==> config.mk <==
export PLATFORM = sky130hd
export DESIGN_NAME = main_ctrl
export DESIGN_NICKNAME = d
export VERILOG_FILES = /design/src/rtl/main_ctrl.sv
export SDC_FILE = /design/constraint.sdc
export NUM_CORES = 1
export LEC_CHECK = 0
export ABC_AREA = 1
export BUFFER_PORTS_ARGS = -buffer_cell sky130_fd_sc_hd__clkbuf_2
export CORE_UTILIZATION = 50
export CTS_CLUSTER_DIAMETER = 40
export DETAILED_ROUTE_END_ITERATION = 16
export PLACE_DENSITY = 0.88
export SKIP_LAST_GASP = 1
export SYNTH_ARGS = -nofsm -noshare
export SYNTH_HDL_FRONTEND = slang
export SYNTH_SLANG_ARGS = --single-unit
==> constraint.sdc <==
create_clock -name clk -period 1.4 [get_ports clk]
set_input_delay 0.28 -clock clk [delete_from_list [all_inputs] [get_ports clk]]
set_output_delay 0.28 -clock clk [all_outputs]
set_load 0.01 [all_outputs]
==> src/rtl/main_ctrl.sv <==
// Multi-cycle main control FSM: accepts one instruction per trip through IDLE
// and sequences DECODE/EXEC/MEM/WB strobes for R-type, LW, SW and BEQ.
module main_ctrl (
   input  logic       clk,
   input  logic       rst_n,
   input  logic       instr_valid,
   input  logic [7:0] instr,
   input  logic       zero,
   output logic       instr_ready,
   output logic [1:0] aluop,
   output logic [3:0] funct,
   output logic       mem_read,
   output logic       mem_write,
   output logic       reg_write,
   output logic       mem_to_reg,
   output logic       pc_write,
   output logic       branch_take,
   output logic       illegal,
   output logic [7:0] retired
);

   typedef enum logic [2:0] {IDLE, DECODE, EXEC, MEM, WB} state_t;

   state_t     state;
   logic [7:0] ir;

   logic [3:0] op;
   logic       is_r, is_lw, is_sw, is_beq, funct_ok, legal, active;

   assign op       = ir[7:4];
   assign is_r     = (op == 4'b0000);
   assign is_lw    = (op == 4'b0001);
   assign is_sw    = (op == 4'b0010);
   assign is_beq   = (op == 4'b0011);
   assign funct_ok = ir[3:0] inside {4'b0000, 4'b0110, 4'b0111, 4'b1000, 4'b1110, 4'b1111};
   assign legal    = (is_r && funct_ok) || is_lw || is_sw || is_beq;

   always_ff @(posedge clk or negedge rst_n) begin
      if (!rst_n) begin
         state   <= IDLE;
         ir      <= '0;
         retired <= '0;
      end else begin
         if (pc_write) retired <= retired + 8'd1;
         case (state)
            IDLE:    if (instr_valid) begin
                        ir    <= instr;
                        state <= DECODE;
                     end
            DECODE:  state <= legal ? EXEC : IDLE;
            EXEC:    state <= is_r ? WB : (is_beq ? IDLE : MEM);
            MEM:     state <= is_lw ? WB : IDLE;
            WB:      state <= IDLE;
            default: state <= IDLE;
         endcase
      end
   end

   // Everything below depends only on state and IR, except branch_take.
   assign active      = (state == EXEC) || (state == MEM) || (state == WB);
   assign instr_ready = (state == IDLE);
   assign aluop       = !active ? 2'b00 : (is_r ? 2'b10 : (is_beq ? 2'b01 : 2'b00));
   assign funct       = (active && is_r) ? ir[3:0] : 4'b0000;
   assign mem_read    = (state == MEM) && is_lw;
   assign mem_write   = (state == MEM) && is_sw;
   assign reg_write   = (state == WB);
   assign mem_to_reg  = (state == WB) && is_lw;
   assign pc_write    = (state == WB) || ((state == MEM) && is_sw) || ((state == EXEC) && is_beq);
   assign branch_take = (state == EXEC) && is_beq && zero;
   assign illegal     = (state == DECODE) && !legal;

endmodule

==> results of run 1 <==
## layout by cell type (no fill, tap or decap), types with 3 or more instances in the layout
| master | synthesis | routed |
|---|---|---|
| buf_6 | 1 | 3 |
| nand3_1 | 10 | 7 |
| inv_1 | 24 | 17 |
| a21oi_2 | 7 | 5 |
| nor2_2 | 3 | 11 |
| dfrtp_2 | 0 | 4 |
| nand4_1 | 10 | 10 |
| nand3_4 | 2 | 5 |
| nand2_4 | 1 | 4 |
| clkbuf_2 | 0 | 25 |
| dfrtp_1 | 19 | 15 |
| buf_2 | 1 | 7 |
| buf_4 | 0 | 17 |
| nand2_1 | 38 | 36 |
| nor2_4 | 0 | 7 |
| nor2_1 | 18 | 3 |
| inv_2 | 0 | 6 |
| clkbuf_4 | 0 | 3 |
## worst reg2reg max path, stage by stage, from the launching register on
cell	delay, ps
dfrtp_2	490
buf_4	160
buf_6	110
nor3_4	100
buf_4	130
buf_4	110
nand2_4	60
buf_12	150
nand2_1	90
nand2_1	70
## state kept, by name, indices dropped and copies added, names as in the netlist
name	flops
retired	8
ir	8
state	3
## final timing paths
check / startpoint / to / slack (ps) / depth (start not counted)
min in group asynchronous: rst_n / retired[6] / 460 / 2
max in group asynchronous: rst_n / state[2] / 570 / 2
hold / removal: instr[1] / ir[1] / 220 / 3
hold reg to reg: ir[3] / ir[3] / 550 / 2
setup / recovery: state[2] / illegal / -310 / 3
setup reg to reg: state[2] / ir[4] / -180 / 9
## metal layers
| metal | global-route usage (%) | vias up | routed length [um] |
|---|---|---|---|
| li1 | - | 582 | - |
| met1 | 28.5 | 602 | 1400 |
| met2 | 49.1 | 63 | 1940 |
| met3 | 4.94 | 9 | 218 |
| met4 | 9.52 | 0 | 87 |
| met5 | 0 | - | 0 |
## cells by family (layout without fill, tap and decap cells)
family,Yosys count,count (layout),synth area share (%)
xor gates and xnor gates,3,3,2.33
adders and majority gates,1,1,1.11
buffers and inverters,26,83,9.41
and+or+nand+nor,87,87,37.4
DFF,19,19,42.1
AOI/OAI and AO/OA,11,11,7.64
## power by group through the flow
stage               clock network, mW  logic, mW  registers [mW]
detailed placement                  0      0.916           0.836
finish                          0.288       1.55           0.881
global placement                    0      0.876           0.827
global route                    0.318       1.64           0.896
floorplan                           0      0.587           0.822
CTS                             0.288       1.20           0.840
## per-stage QoR
| stage | TNS [ps] | total power [mW] | instances | hold WS [ps] |
|---|---|---|---|---|
| finish | -4740 | 2.72 | 231 | 217 |
| floorplan | 0 | 1.41 | 147 | -15.6 |
| detailed placement | -69.0 | 1.75 | 215 | 264 |
| global route | -6360 | 2.86 | 231 | 204 |
| CTS | -2860 | 2.33 | 228 | 203 |
| global placement | 0 | 1.70 | 215 | 255 |
## timing repair
item / CTS / global route
pin swaps: 9 / 5
hold buffers: 1 / 0
endpoints found under the setup margin: 14 / 26
gates cloned: 0 / 1
buffers inserted: 8 / 2
gates resized for setup: 25 / 35
hold endpoints to repair: 19 / 0
## cell type report
class | instances | share of cell area [%]
flip-flops and latches | 19 | 28.1
multi-input cells | 102 | 40.9
repair buffers | 55 | 22.0
inverters | 24 | 5.42
well taps | 27 | 1.98
clock buffers | 4 | 1.54
==> results.cfg, run 1 <==
[run_status]
status = finished with violations
violations = setup timing

[clock_network]
root_buffer = clkbuf_4
h-tree-depth = 1
clkTransAtPathRegs_ps = 110
clkSinkCount = 19
clk_path_buf_depth = 2
clk_latency_ps = 310
cts_tree = yes
cts_buffers = 3

[worst_setup_path]
cp_max_fo = 5
critical_path.top_delay_family = flip-flops
worstSetupEndpointType = output port
arrival_ps = 1430
path_buf_inv = 1
crit_required_ps = 1120
path_class = reg2out
cp-start-kind = register
cp_slowest_stage_delay_ps = 490
cp_cell_sequence = nor3_1, a21boi_1, buf_2
cp_slowest_cell = dfrtp_2

[logic_synthesis]
synthFlopType = dfrtp_1
syn_avg_cell_area_sq_um = 7.69
ys_ff_latch = 19
synthArstFlopShare_pct = 100
synth_area_leaders = dfrtp_1 (42%), nand2_1 (13%), inv_1 (8.0%)
synth_most_common_cell = nand2_1
syn_inst = 147
synth_cell_types = 23
synth_seq_area_share_pct = 42.1
yosys.area.top_type = dfrtp_1
synth_edf_count = 0
synthTopCellsByCount = nand2_1 (38), inv_1 (24), dfrtp_1 (19)
syn_nets = 160
netlist_area_sq_mm = 0.00113
synth_top_area_share_pct = 42.1
yosys_warnings = 0

[timing]
clock-skew-final_ps = 1.64
fmax_mhz = 585
relSlewSlack_pct = 65.8
worst_slew_pin_slew_ps = 513
hold_viol = 0
rsz0062_at_grt = yes
min_period_ps = 1710
finalMaxSlewViolations = 0
period_share_pct = 122
setup_ws_ps = -310
setup_viol = 23

[power_and_ir_drop]
p_seq_share_pct = 32.4
pwr-share-comb_pct = 56.9
switching_power_mw = 1.22
clkPwrFrac_pct = 10.6
internal-power_mw = 1.50
powerDensity_mw_per_mm2 = 1590
vdd_drop_max_uv = 1400
power_leakage_nw = 0.932
sw_frac_of_total_pct = 44.9

[drt]
ant_nets = 0
dr.pass1.iters = 4
drc_errors = 0
drt_iter0_markers = 41
vias_per_cell = 5.44
avgRoutedWirePerCell_um = 15.8
vias = 1256
wl_mm = 3.64

[placed_design]
io_buffers = 33
gp_congestion = 0.828
pre_cts_slack_ps = -26.1
dpl_cell_area_sq_mm = 0.00140
dp_hpwl_mm = 1.99

[global_routing]
grt_overflow = 0
track_usage_pct = 26.1
antenna_found_initial = 0
grt_max_degree = 20
grt_pass1_vias = 1173
grt_pass1_wl_mm = 4.91

[final_layout]
seqCellArea_sq_um = 480
area_growth_pct = 51.3
layout-drive-gt1-share_pct = 51.0
multiInputGateArea_sq_um = 699
nNetsFinal = 218
final_area_sq_mm = 0.00171
antenna_cells = 0
postLayoutCoreUtil_pct = 83.7
filler_cell_count = 117

[die]
dieArea_sq_mm = 0.00245
die_y_um = 49.5
core_sq_mm = 0.00204
die_w_um = 49.5
row_count = 16
ios = 34
start_util_pct = 55.3

[min_path]
worstHoldPathType = in2reg

[job]
max_cap_viol_count = 0
Note: power is estimated with default switching activity, not from simulation.
==> inputs of run 2 (changes only) <==
--- a/config.mk
+++ b/config.mk
@@ -7,10 +7,11 @@
 export LEC_CHECK = 0
 export ABC_AREA = 1
 export BUFFER_PORTS_ARGS = -buffer_cell sky130_fd_sc_hd__clkbuf_2
-export CORE_UTILIZATION = 50
+export CORE_UTILIZATION = 54
 export CTS_CLUSTER_DIAMETER = 40
 export DETAILED_ROUTE_END_ITERATION = 16
-export PLACE_DENSITY = 0.88
+export MAX_ROUTING_LAYER = met4
+export PLACE_DENSITY = 0.93
 export SKIP_LAST_GASP = 1
 export SYNTH_ARGS = -nofsm -noshare
 export SYNTH_HDL_FRONTEND = slang
==> constraint.sdc (replaced) <==
create_clock -name clk -period 2 [get_ports clk]
set_input_delay 0.4 -clock clk [delete_from_list [all_inputs] [get_ports clk]]
set_output_delay 0.4 -clock clk [all_outputs]
set_load 0.01 [all_outputs]
==> results.cfg, run 2 (synthesized netlist as in run 1, its figures left out) <==
[timing]
finalMaxSlewViolations = 0
tns_ps = 0
worst_slew_pin_slew_ps = 464
clock-skew-final_ps = 3.07
setup_viol = 0
fmax_mhz = 526
min_period_ps = 1900
relSlewSlack_pct = 69.1
hold_viol = 0
hold_ws_ps = 29.0
rsz0062_at_grt = yes
period_share_pct = 95.1

[job]
max_cap_viol_count = 0

[worst_setup_path]
crit_required_ps = 1600
cp_cell_sequence = inv_1, nand2_2, nor2_2, nand2_4, nand3_4, clkbuf_2
arrival_ps = 1500
path_buf_inv = 2
cp_slowest_stage_delay_ps = 450
cp_max_fo = 10
worstSetupEndpointType = output port
rr_endpoint = ir[3]
timing.rr.start = state[0]
path_class = reg2out
startpoint = state[2]
reg2reg_depth = 4
critical_path.top_delay_family = simple AND/OR/NAND/NOR gates
cp-start-kind = register
regToRegSetupSlack_ps = 590
cp_slowest_cell = dfrtp_1

[clock_network]
cts_resized = 0
root_buffer = clkbuf_4
clk_path_buf_depth = 2
clk_latency_ps = 300
cts_tree = yes
cts_buffers = 3
post_cts_buffers = 0
clkTransAtPathRegs_ps = 100
h-tree-depth = 1
clkSinkCount = 19
cts_hold_buf = 0

[global_routing]
antenna_found_initial = 0
grt_overflow = 0
grt_pass1_vias = 925
grt_max_degree = 20
track_usage_pct = 24.3
grt_pass1_wl_mm = 3.68

[die]
ios = 34
die_y_um = 47.7
start_util_pct = 57.6
dieArea_sq_mm = 0.00228
core_sq_mm = 0.00196
die_w_um = 47.7
row_count = 16

[power_and_ir_drop]
power_leakage_nw = 0.804
powerDensity_mw_per_mm2 = 981
vdd_drop_max_uv = 787

[final_layout]
top_regs = ir (8), retired (8), state (3)
area_growth_pct = 19.4
antenna_cells = 0
nNetsFinal = 197
layoutNonFillerInstCount = 210
layout_commonest_cell = nand2_1
layout-drive-gt1-share_pct = 30.1
layout_common_cells = nand2_1 (38), clkbuf_2 (33), inv_1 (23), dfrtp_1 (19), nor2_1 (17)

[drt]
ant_nets = 0
drc_errors = 0
vias_per_cell = 5.23
vias = 1098
dr.pass1.iters = 4
drt_iter0_markers = 27
wl_mm = 2.43
avgRoutedWirePerCell_um = 11.6

[min_path]
worstHoldPathType = in2async

[run_status]
status = completed

[placed_design]
dp_hpwl_mm = 1.94
io_buffers = 33
gp_congestion = 0.899
place_inst = 206
run 2: cell count changes in the layout (fill, tap and decap cells not counted), moves of 5 or more:
cell / previous run / this run
buf_4: 17 / 1
nor2_1: 3 / 17
clkbuf_2: 25 / 33
buf_2: 7 / 0
nor2_2: 11 / 4
nor2_4: 7 / 0
inv_1: 17 / 23
inv_2: 6 / 1
run 2: layer usage:
metal | routed length [um] | global-route usage (%) | vias to the layer above
li1 | - | - | 541
met1 | 989 | 23.1 | 518
met4 | 38 | 10.0 | 0
met3 | 114 | 3.77 | 4
met5 | 0 | - | -
met2 | 1290 | 47.3 | 35
run 2: worst max path at each step:
stage,end,slack (ps),cells past startpoint
3_5_place_dp,funct[0],380,6
5_1_grt,funct[0],-7,4
4_1_cts,funct[0],50,6
3_3_place_gp,pc_write,460,6
2_1_floorplan,aluop[0],550,4
6_report,pc_write,100,6
run 2: cell type report:
class	instances	area (sq um)
timing repair buffer	34	173
inverter	24	90.1
multi-input combinational	102	551
fill	181	613
clock buffer	4	26.3
sequential	19	475
tap	27	33.8
run 2: worst reg2reg max path, delay by kind of cell (launching register included):
kind / cells / cell delay [ps]
and+or+nand+nor: 3 / 820
DFF: 1 / 450
AOI/OAI and AO/OA: 1 / 40
run 2: power by group:
group	switching [mW]	total [mW]	leakage [nW]	internal (mW)
Clock	0.114	0.192	0.0150	0.0778
Combinational	0.359	0.543	0.549	0.184
Sequential	0.0928	0.588	0.240	0.495
run 2: metrics by stage:
step                total power, mW  area [sq um]  setup WS, ps  utilization [%]
floorplan                     0.986          1130           554                -
global placement               1.09          1320           462             67.3
detailed placement             1.13          1320           385             67.3
CTS                            1.32          1350          48.2             68.6
global route                   1.41          1350         -6.73             68.8
finish                         1.32          1350          98.2             68.8
==> inputs of run 3 (changes only) <==
--- a/config.mk
+++ b/config.mk
@@ -6,12 +6,12 @@
 export NUM_CORES = 1
 export LEC_CHECK = 0
 export ABC_AREA = 1
-export BUFFER_PORTS_ARGS = -buffer_cell sky130_fd_sc_hd__clkbuf_2
 export CORE_UTILIZATION = 54
 export CTS_CLUSTER_DIAMETER = 40
 export DETAILED_ROUTE_END_ITERATION = 16
+export DONT_BUFFER_PORTS = 1
 export MAX_ROUTING_LAYER = met4
-export PLACE_DENSITY = 0.93
+export PLACE_DENSITY = 0.79
 export SKIP_LAST_GASP = 1
 export SYNTH_ARGS = -nofsm -noshare
 export SYNTH_HDL_FRONTEND = slang
==> results.cfg, run 3 (synthesized netlist as in run 1, its figures left out) <==
[worst_setup_path]
arrival_ps = 1450
timing.rr.start = state[0]
reg2reg_depth = 4
cp_slowest_cell = dfrtp_1
cpMostUsedCell = inv_1
cp_cell_sequence = inv_1, nand2_1, inv_1, nand3_1, nor2_1
crit_required_ps = 1600
cp_slowest_stage_delay_ps = 380
regToRegSetupSlack_ps = 480
cp-start-kind = register
worstSetupEndpointType = output port
rr_endpoint = ir[5]
path_class = reg2out
cp_max_fo = 7

[final_layout]
layout_commonest_cell = nand2_1
antenna_cells = 0
layout-drive-gt1-share_pct = 13.9
layout_common_cells = nand2_1 (38), inv_1 (24), dfrtp_1 (19), nor2_1 (18)
area_growth_pct = 5.54
filler_cell_count = 190
top_regs = ir (8), retired (8), state (3)
postLayoutCoreUtil_pct = 60.8
nNetsFinal = 165

[die]
dieArea_sq_mm = 0.00228
start_util_pct = 57.6
ios = 34
core_sq_mm = 0.00196
die_y_um = 47.7
row_count = 16
die_w_um = 47.7

[power_and_ir_drop]
sw_frac_of_total_pct = 42.7
pwr-share-comb_pct = 37.7
power_leakage_nw = 0.667
clkPwrFrac_pct = 15.5
p_seq_share_pct = 46.7
internal-power_uw = 718
fin_total_pwr_mw = 1.25
switching_power_uw = 536
vdd_drop_max_uv = 800
powerDensity_mw_per_mm2 = 1050

[drt]
ant_nets = 0
drc_errors = 0
drt_iter0_markers = 22
wl_mm = 2.29
dr.pass1.iters = 4
avgRoutedWirePerCell_um = 12.8
vias = 978
vias_per_cell = 5.49

[clock_network]
clkSinkCount = 19
root_buffer = clkbuf_4
clk_path_buf_depth = 2
cts_buffers = 3
cts_tree = yes
h-tree-depth = 1
clkTransAtPathRegs_ps = 110
clk_latency_ps = 300
post_cts_buffers = 0

[min_path]
whs_path_depth = 2
worstHoldPathType = in2reg
worstHoldEndpoint = ir[4]
hold_start = instr_valid

[placed_design]
gp_congestion = 0.783
io_buffers = 0
pre_cts_slack_ps = 443
dp_hpwl_mm = 1.72

[global_routing]
track_usage_pct = 22.2
grt_overflow = 0
grt_max_degree = 20
grt_pass1_vias = 795
antenna_found_initial = 0
grt_pass1_wl_mm = 3.37

[timing]
setup_viol = 0
finalMaxSlewViolations = 0
worst_slew_pin_slew_ps = 844
relSlewSlack_pct = 43.6
rsz0062_at_grt = yes
clock-skew-final_ps = 5.09
hold_viol = 0
hold_ws_ps = 226
setup_ws_ps = 150
period_share_pct = 92.5
min_period_ps = 1850
fmax_mhz = 541

[run_status]
status = completed

[job]
max_cap_viol_count = 0
-- run 3: layout make-up --
cell class                 instances  area, sq um  share of cell area (%)
inverter                          24         90.1                    7.56
sequential                        19          475                    39.9
clock buffer                       3         22.5                    1.89
multi-input combinational        102          548                    46.0
clock inverter                     1         5.00                   0.420
tap                               27         33.8                    2.83
timing repair buffer               2         17.5                    1.47
-- run 3: how the worst max path moves through the flow --
stage,startpoint,to,slack (ps),cells past startpoint
after floorplan,state[1],aluop[0],550,4
after global placement,ir[4],illegal,460,3
after detailed placement,ir[4],illegal,440,3
after CTS,ir[4],illegal,90,3
after global routing,ir[6],funct[0],-6,5
final,ir[6],funct[3],150,5
-- run 3: repair_timing --
| item | 4_1_cts | 5_1_grt |
|---|---|---|
| hold buffers | 1 | 0 |
| endpoints found under the setup margin | 0 | 3 |
| gates resized for setup | 0 | 1 |
| endpoints found under the hold margin | 19 | 0 |
-- run 3: per-stage QoR --
| step | setup TNS (ps) | cells | instance area [sq um] |
|---|---|---|---|
| after floorplan | 0 | 147 | 1130 |
| after global placement | 0 | 173 | 1150 |
| after detailed placement | 0 | 173 | 1150 |
| after CTS | 0 | 178 | 1190 |
| after global routing | -11.7 | 178 | 1190 |
| final | 0 | 178 | 1190 |
-- run 3: power groups by stage --
stage | Clock [mW] | Sequential (mW) | Combinational, mW
global route | 0.214 | 0.606 | 0.536
floorplan | 0 | 0.575 | 0.411
CTS | 0.201 | 0.585 | 0.476
detailed placement | 0 | 0.593 | 0.466
global placement | 0 | 0.584 | 0.449
finish | 0.195 | 0.586 | 0.473
-- run 3: worst max-delay path: cells and delay by family (launching register included) --
family,cells,cell delay (ps)
and+or+nand+nor,3,490
DFF,1,380
buffers and inverters,2,270
-- run 3: layer usage --
layer | global-route usage, % | up-vias | wire length [um]
li1 | - | 477 | -
met1 | 26.5 | 463 | 1010
met2 | 35.1 | 33 | 1100
met3 | 5.66 | 5 | 146
met4 | 9.44 | 0 | 33
met5 | - | - | 0
